===== src/rtl/ifu_fetch.sv =====
// Instruction fetch unit: credit-limited in-order word fetch into a small
// prefetch FIFO, presented to the core over valid/ready, with redirect flush.
module ifu_fetch #(
    parameter int                ADDR_W     = 32,
    parameter int                DATA_W     = 32,
    parameter logic [ADDR_W-1:0] RESET_PC   = 'hBFC0_0000,
    parameter int                FIFO_DEPTH = 4
) (
    input  logic              clk,
    input  logic              rst,

    output logic              imem_req,
    output logic [ADDR_W-1:0] imem_addr,
    input  logic              imem_gnt,
    input  logic              imem_rvalid,
    input  logic [DATA_W-1:0] imem_rdata,

    input  logic              redirect_valid,
    input  logic [ADDR_W-1:0] redirect_pc,

    output logic              inst_valid,
    output logic [DATA_W-1:0] inst_data,
    output logic [ADDR_W-1:0] inst_pc,
    input  logic              inst_ready
);

    localparam int PTR_W = $clog2(FIFO_DEPTH);
    localparam int CNT_W = PTR_W + 1;

    localparam logic [CNT_W-1:0] DEPTH_CNT = CNT_W'(FIFO_DEPTH);
    localparam logic [CNT_W:0]   DEPTH_SUM = (CNT_W + 1)'(FIFO_DEPTH);
    localparam logic [ADDR_W-1:0] PC_STEP  = ADDR_W'(4);

    typedef struct packed {
        logic [ADDR_W-1:0] pc;
        logic [DATA_W-1:0] data;
    } entry_t;

    entry_t            fifo_mem [FIFO_DEPTH];
    logic [PTR_W-1:0]  rd_ptr;
    logic [PTR_W-1:0]  wr_ptr;
    logic [CNT_W-1:0]  fifo_count;
    logic [CNT_W-1:0]  outstanding;
    logic [CNT_W-1:0]  drop;
    logic [ADDR_W-1:0] pc;
    logic [ADDR_W-1:0] resp_pc;

    logic              credit_ok;
    logic              accept;
    logic              resp;
    logic              push;
    logic              pop;
    logic              fifo_full;
    logic [ADDR_W-1:0] redirect_aligned;
    entry_t            head;

    // Every slot is either buffered or in flight, so the FIFO can never overflow.
    always_comb begin
        credit_ok        = ({1'b0, fifo_count} + {1'b0, outstanding}) < DEPTH_SUM;
        imem_req         = rst && credit_ok && !redirect_valid;
        imem_addr        = pc;
        accept           = imem_req && imem_gnt;
        resp             = imem_rvalid && (outstanding != '0);
        push             = resp && !redirect_valid && (drop == '0);
        fifo_full        = (fifo_count == DEPTH_CNT);
        inst_valid       = (fifo_count != '0);
        pop              = inst_valid && inst_ready && !redirect_valid;
        redirect_aligned = redirect_pc & ~ADDR_W'(3);
        head             = fifo_mem[rd_ptr];
        inst_data        = inst_valid ? head.data : '0;
        inst_pc          = inst_valid ? head.pc   : '0;
    end

    always_ff @(posedge clk or negedge rst) begin
        if (!rst) begin
            pc          <= RESET_PC;
            resp_pc     <= RESET_PC;
            rd_ptr      <= '0;
            wr_ptr      <= '0;
            fifo_count  <= '0;
            outstanding <= '0;
            drop        <= '0;
        end else if (redirect_valid) begin
            // Everything still in flight predates the redirect and must be dropped.
            pc          <= redirect_aligned;
            resp_pc     <= redirect_aligned;
            rd_ptr      <= '0;
            wr_ptr      <= '0;
            fifo_count  <= '0;
            outstanding <= outstanding - CNT_W'(resp);
            drop        <= outstanding - CNT_W'(resp);
        end else begin
            if (accept) begin
                pc <= pc + PC_STEP;
            end
            outstanding <= outstanding + CNT_W'(accept) - CNT_W'(resp);
            if (resp && (drop != '0)) begin
                drop <= drop - CNT_W'(1);
            end
            if (push) begin
                resp_pc <= resp_pc + PC_STEP;
                wr_ptr  <= wr_ptr + PTR_W'(1);
            end
            if (pop) begin
                rd_ptr <= rd_ptr + PTR_W'(1);
            end
            fifo_count <= fifo_count + CNT_W'(push) - CNT_W'(pop);
        end
    end

    // NOTE: the storage array has no reset; occupancy is tracked by fifo_count and
    // the head is masked to zero while empty, so stale contents are never visible.
    always_ff @(posedge clk) begin
        if (push) begin
            fifo_mem[wr_ptr] <= '{pc: resp_pc, data: imem_rdata};
        end
    end

    always_ff @(posedge clk) begin
        if (rst) begin
            assert (!(push && fifo_full));
            assert ({1'b0, outstanding} <= DEPTH_SUM);
            assert (drop <= outstanding);
        end
    end

endmodule


===== config.mk =====
export PLATFORM = sky130hd
export DESIGN_NAME = ifu_fetch
export DESIGN_NICKNAME = d
export VERILOG_FILES = /design/src/rtl/ifu_fetch.sv
export SDC_FILE = /design/constraint.sdc
export NUM_CORES = 1
export LEC_CHECK = 0
export ABC_AREA = 1
export BUFFER_PORTS_ARGS = -buffer_cell sky130_fd_sc_hd__buf_2
export CORE_ASPECT_RATIO = 1.2
export CORE_UTILIZATION = 35
export CTS_CLUSTER_SIZE = 14
export DETAILED_ROUTE_END_ITERATION = 10
export GPL_TIMING_DRIVEN = 0
export PLACE_DENSITY_LB_ADDON = 0.3
export SLEW_MARGIN = 20
export SYNTH_ARGS = -nofsm -noshare
export SYNTH_HDL_FRONTEND = slang
export SYNTH_SLANG_ARGS = --single-unit
export TNS_END_PERCENT = 30

===== constraint.sdc =====
create_clock -name clk -period 8.1 [get_ports clk]
set_input_delay 1.215 -clock clk [delete_from_list [all_inputs] [get_ports clk]]
set_output_delay 1.215 -clock clk [all_outputs]
set_load 0.02 [all_outputs]

==> results of run 1 <==
==> power groups by stage <==
stage | Combinational, mW | Clock (mW) | Sequential, mW
after floorplan | 0.950 | 0 | 2.08
after global placement | 1.55 | 0 | 2.09
after detailed placement | 1.58 | 0 | 2.09
after CTS | 1.58 | 1.62 | 2.06
after global routing | 1.72 | 1.69 | 2.08
final | 1.55 | 1.59 | 2.06
==> synth_stat cells, types with 4 or more instances <==
| library cell | number |
|---|---|
| o21ai_0 | 143 |
| dfstp_2 | 18 |
| nand2_1 | 301 |
| or2_2 | 4 |
| inv_2 | 5 |
| buf_2 | 16 |
| nor2_1 | 334 |
| xnor2_1 | 7 |
| nor3_1 | 5 |
| edfxtp_1 | 248 |
| o211ai_1 | 12 |
| buf_4 | 5 |
| dfrtp_1 | 55 |
| nand3_1 | 74 |
| xor2_1 | 16 |
| clkbuf_1 | 38 |
| buf_1 | 6 |
| inv_1 | 83 |
| nand3b_1 | 11 |
| a21oi_1 | 68 |
| ha_1 | 16 |
==> metal layers <==
layer | vias to the layer above | routed length (microns) | track usage
li1 | 5440 | - | -
met1 | 5254 | 16900 | 0.231
met2 | 366 | 19000 | 0.326
met3 | 64 | 2370 | 0.0292
met4 | 0 | 1030 | 0.0552
met5 | - | 0 | 0
==> area by class of cell <==
class / count / area (sq um) / share of cell area
flip-flops and latches: 321 / 9300 / 0.530
multi-input cells: 1024 / 4720 / 0.269
repair buffers: 173 / 1080 / 0.0615
clock buffers: 46 / 1000 / 0.0571
well taps: 539 / 674 / 0.0384
inverters: 88 / 330 / 0.0188
plain buffers: 65 / 283 / 0.0161
clock inverters: 19 / 155 / 0.00884
==> stage by stage <==
stage                     setup slack (ns)  std cells
after floorplan                       3.10       1498
after global placement               0.309       2198
after detailed placement              4.05       2210
after CTS                             4.00       2275
after global routing                  3.91       2275
final                                 4.06       2275
==> worst max-delay path by stage <==
stage | cells after the start | end | slack (ns) | start
global route | 5 | inst_pc[18] | 3.91 | fifo_count[1]
floorplan | 6 | fifo_mem[0][0] | 3.10 | redirect_valid
CTS | 5 | inst_pc[20] | 4.00 | fifo_count[1]
global placement | 7 | fifo_mem[3][22] | 0.31 | redirect_valid
detailed placement | 9 | fifo_mem[0][28] | 4.05 | redirect_valid
finish | 5 | inst_pc[17] | 4.06 | fifo_count[1]
==> sequential cells by signal, indices dropped and copies added, names as in the netlist <==
name         flops
imem_addr       30
wr_ptr           2
rd_ptr           2
outstanding      3
fifo_count       3
drop             3
fifo_mem       248
resp_pc         30
==> logic make-up (layout without fill, tap and decap cells) <==
kind of cell | count (synthesis) | count (layout) | synth area share
xor+xnor | 23 | 23 | 0.0138
simple gates | 746 | 746 | 0.207
compound gates | 233 | 233 | 0.0836
fa+ha+maj | 18 | 18 | 0.0165
buf+inv | 153 | 391 | 0.0420
flops | 321 | 321 | 0.637
other cells | 1 | 4 | 0.000257
==> worst max-delay path, delay by kind of cell (launching register included) <==
family	cells	cell delay, ns
flip-flops	1	0.44
AND/OR/NAND/NOR	2	0.92
buffers and inverters	2	0.72
AO/OA/AOI/OAI	1	0.22
==> results.json, run 1 <==
{
  "cts_root_buf": "clkbuf_16",
  "holdPathStages": 2,
  "syn_area_sq_um": 14600,
  "synthArstFlopShare": 0.227,
  "hold_class": "reg -> reg",
  "cts_hold_buf": 0,
  "ant_nets": 0,
  "clk_latency_ns": 0.51,
  "synth_edf_count": 248,
  "drive_gt1_frac": 0.165,
  "worstPathCellList": "or2_2, nor2_2, clkbuf_1, a21oi_1, buf_2",
  "final_area_sq_um": 17500,
  "dieWidth_microns": 188,
  "hold_viol": 0,
  "power_density_nw_per_um2": 297,
  "min_to": "imem_addr[25]",
  "synth_top_flop_cell": "edfxtp_1",
  "p_int_mw": 3.32,
  "grt_start_max_net_pins": 40,
  "fmax_mhz": 247,
  "num-nets-final": 1798,
  "io_buffer_count": 161,
  "finalSetupViolCount": 0,
  "mostFrequentLayoutCells": "330 x nor2_1, 301 x nand2_1, 248 x edfxtp_1",
  "seq_power_share": 0.396,
  "syn_to_final_growth_pct": 20.2,
  "fin_util": 0.428,
  "hold_start": "imem_addr[25]",
  "place_congestion": 0.938,
  "drtIter0Drc": 764,
  "drv_cap": 0,
  "sw_frac_of_total": 0.363,
  "syn-instance-count": 1495,
  "synth_top_area_frac": 0.510,
  "dr.pass1.iters": 8,
  "fin_crit_sh": 0.499,
  "maxSlewHeadroom": 0.483,
  "grt_pass1_wl_microns": 60000,
  "drt-vias-per-instance": 4.89,
  "post_cts_buffers": 0,
  "dp_hpwl_microns": 27300,
  "die_h_microns": 226,
  "syn_area_per_cell_sq_um": 9.76,
  "row_count": 81,
  "route.final.wire_length_microns": 39200,
  "ys_seq_elements": 321,
  "via_count": 11100,
  "htreeDepth": 2,
  "drc_errors": 0,
  "grt_setup_unrepaired": "false",
  "slowest_delay_ns": 0.57,
  "initial_core_util": 0.356,
  "cp.arrival_ns": 2.83,
  "peakVddDrop_mv": 0.136,
  "clock_skew_ns": 0.0238,
  "hold_ws_ns": 0.564,
  "synth_largest_area_cell": "edfxtp_1",
  "post_cts_resized": 0,
  "cp-end-kind": "output pin",
  "grt_util_all_layers": 0.184,
  "rrSetupSlack_ns": 5.06,
  "r2r-start": "fifo_count[1]",
  "leakage_nw": 7.04,
  "worst_pin_slew_ns": 0.776,
  "yosys_warnings": 0,
  "comb_power_share": 0.298,
  "clk_pin_slew_ns": 0.06,
  "wl_per_cell_microns": 17.2,
  "first_global_vias": 10900,
  "crit_type": "reg -> out",
  "cts.sinks": 321,
  "slew_violations": 0,
  "cp_slowest_cell": "nor2_2",
  "clockBufferDepth": 3,
  "core_sq_um": 40900,
  "synth.distinct_cells": 39,
  "antennaDiodeCount": 0,
  "numCtsBuffers": 37,
  "clkPwrFrac": 0.306,
  "switchingPower_mw": 1.89,
  "post-route-min-period_ns": 4.04,
  "fin_setup_tns_ns": 0,
  "yosysSeqAreaShare": 0.637,
  "grt_antenna_before_repair": 0,
  "power_mw": 5.21,
  "setup.worst_path.start_class": "flop",
  "pin_count": 168,
  "r2r_cells": 12,
  "netlist_top_cells_area": "edfxtp_1 51%, dfrtp_1 9.4%, nor2_1 8.6%, nand2_1 7.7%, o21ai_0 4.9%",
  "grt_overflow": 0,
  "dieArea_sq_um": 42500,
  "crit_required_ns": 6.88,
  "cts_tree": "done",
  "path_max_fanout": 10,
  "final_common_cell": "nor2_1",
  "placed_area_sq_um": 16400,
  "nFillCells": 3956,
  "r2r_end": "fifo_count[2]",
  "status": "finished, final reports clean"
}
(Power assumes the default switching activity.)
==> run 2: changes to the inputs <==
Clock period 8.1 ns to 3.3 ns, I/O delays scaled along.
==> run 2 against run 1 <==
  * Total power is 150% higher
  * Flip-flop and latch count unchanged
  * Via count rose by 0.12%
  * First-iteration DRC count decreased by 0.79%
  * Critical path depth is 2 higher
  * Sequential share of layout area is 0.075 points lower
  * Core utilization grew 0.061 points
  * Largest cell class unchanged
  * Largest power group unchanged
==> results.json, run 2 (synthesis results as in run 1) <==
{
  "status": "finished, final reports clean",
  "htreeDepth": 2,
  "peakVddDrop_mv": 0.333,
  "place_congestion": 0.938,
  "largest_reg_flops": 248,
  "grt_util_all_layers": 0.184,
  "dr.max_layer_used": "met4",
  "multi_input_area_sq_um": 4730,
  "drt-vias-per-instance": 4.89,
  "startpoint": "rd_ptr[0]",
  "via_count": 11100,
  "mostFrequentLayoutCells": "330 x nor2_1, 301 x nand2_1, 248 x edfxtp_1",
  "final_common_cell": "nor2_1",
  "post-route-min-period_ns": 3.10,
  "worst_pin_slew_ns": 0.760,
  "fin_cells": 2277,
  "clockBufferDepth": 3,
  "initial_core_util": 0.356,
  "r2r_cells": 9,
  "drtIter0Drc": 758,
  "grt_pass1_wl_microns": 60000,
  "cts.sinks": 321,
  "routed-wl-met2_microns": 19200,
  "syn_to_final_growth_pct": 20.4,
  "register_area_sq_um": 9300,
  "finalSetupViolCount": 0,
  "ant_nets": 0,
  "hold_start": "imem_rdata[5]",
  "clk_pin_slew_ns": 0.06,
  "fin_setup_tns_ns": 0,
  "row_count": 81,
  "path_max_fanout": 10,
  "power_density_nw_per_um2": 728,
  "die_h_microns": 226,
  "r2r_end": "fifo_mem[0][24]",
  "dr.pass1.iters": 5,
  "dieArea_sq_um": 42500,
  "cts_tree": "done",
  "leakage_nw": 7.05,
  "crit_required_ns": 2.80,
  "cts_root_buf": "clkbuf_16",
  "wl_met1_microns": 16800,
  "core_sq_um": 40900,
  "grt_antenna_before_repair": 0,
  "wl_met3_microns": 2230,
  "nFillCells": 3958,
  "post_cts_buffers": 0,
  "crit_type": "reg -> out",
  "hold_class": "in -> reg",
  "holdPathStages": 1,
  "slew_violations": 0,
  "io_buffer_count": 161,
  "maxSlewHeadroom": 0.492,
  "numCtsBuffers": 37,
  "top_register": "fifo_mem",
  "grt_start_max_net_pins": 40,
  "min_to": "fifo_mem[2][5]",
  "fmax_mhz": 323,
  "cp.arrival_ns": 2.60,
  "num-nets-final": 1799,
  "grt_setup_unrepaired": "false",
  "placed_area_sq_um": 16400,
  "final_area_sq_um": 17600,
  "rrSetupSlack_ns": 0.32,
  "fin_crit_sh": 0.939,
  "clock_skew_ns": 0.0254,
  "grt_overflow": 0,
  "cp-end-kind": "output pin",
  "wl_per_cell_microns": 17.2,
  "route.final.wire_length_microns": 39200,
  "dp_slack_ns": -0.0291,
  "placed_cells": 2210,
  "drv_cap": 0,
  "dp_hpwl_microns": 27300,
  "power_mw": 12.8,
  "setup.worst_path.start_class": "flop",
  "clk_latency_ns": 0.52,
  "pin_count": 168,
  "setup_ws_ns": 0.202,
  "drc_errors": 0,
  "r2r-start": "drop[0]",
  "first_global_vias": 10900,
  "drive_gt1_frac": 0.165,
  "hold_viol": 0,
  "dieWidth_microns": 188
}
-- run 2: per-layer routing --
metal | vias to the layer above | GRT usage
met4 | 0 | 0.0552
met5 | - | 0
met3 | 61 | 0.0292
li1 | 5444 | -
met1 | 5293 | 0.231
met2 | 339 | 0.326
-- run 2: power by group --
part	internal [mW]	switching [mW]
Clock	2.31	1.60
Combinational	1.11	2.71
Sequential	4.72	0.339
-- run 2: cell type report --
cell class / instances / share of cell area
Buffer: 65 / 0.0162
Clock inverter: 19 / 0.00883
Sequential cell: 321 / 0.529
Timing Repair Buffer: 174 / 0.0623
Tap cell: 539 / 0.0384
Inverter: 88 / 0.0188
Clock buffer: 46 / 0.0571
Antenna cell: 1 / 0.000142
Multi-Input combinational cell: 1024 / 0.269
-- run 2: how the worst max path moves through the flow --
stage / cells after the start / endpoint
after detailed placement: 9 / fifo_mem[0][28]
after global placement: 7 / fifo_mem[3][22]
after CTS: 7 / inst_pc[20]
after global routing: 14 / outstanding[2]
after floorplan: 6 / fifo_mem[0][0]
final: 7 / inst_pc[11]
-- run 2: through the flow --
step | util | hold slack, ns
6_report | 0.429 | 0.191
5_1_grt | 0.429 | 0.175
3_3_place_gp | 0.393 | 0.543
3_5_place_dp | 0.400 | 0.510
4_1_cts | 0.429 | 0.168
2_1_floorplan | - | 0.199
-- run 2: critical path, cell delays in order (launching register included) --
cell	delay [ns]
dfrtp_1	0.35
buf_2	0.19
inv_2	0.17
buf_2	0.29
clkbuf_1	0.40
o21ai_0	0.16
a21oi_1	0.30
buf_2	0.23
-- run 2: repair_timing --
item | 4_1_cts | 5_1_grt
gates resized for setup | 1 | 4
hold buffers | 1 | 0
hold endpoints to repair | 21 | 0
endpoints found under the setup margin | 8 | 4
gates cloned | 0 | 0
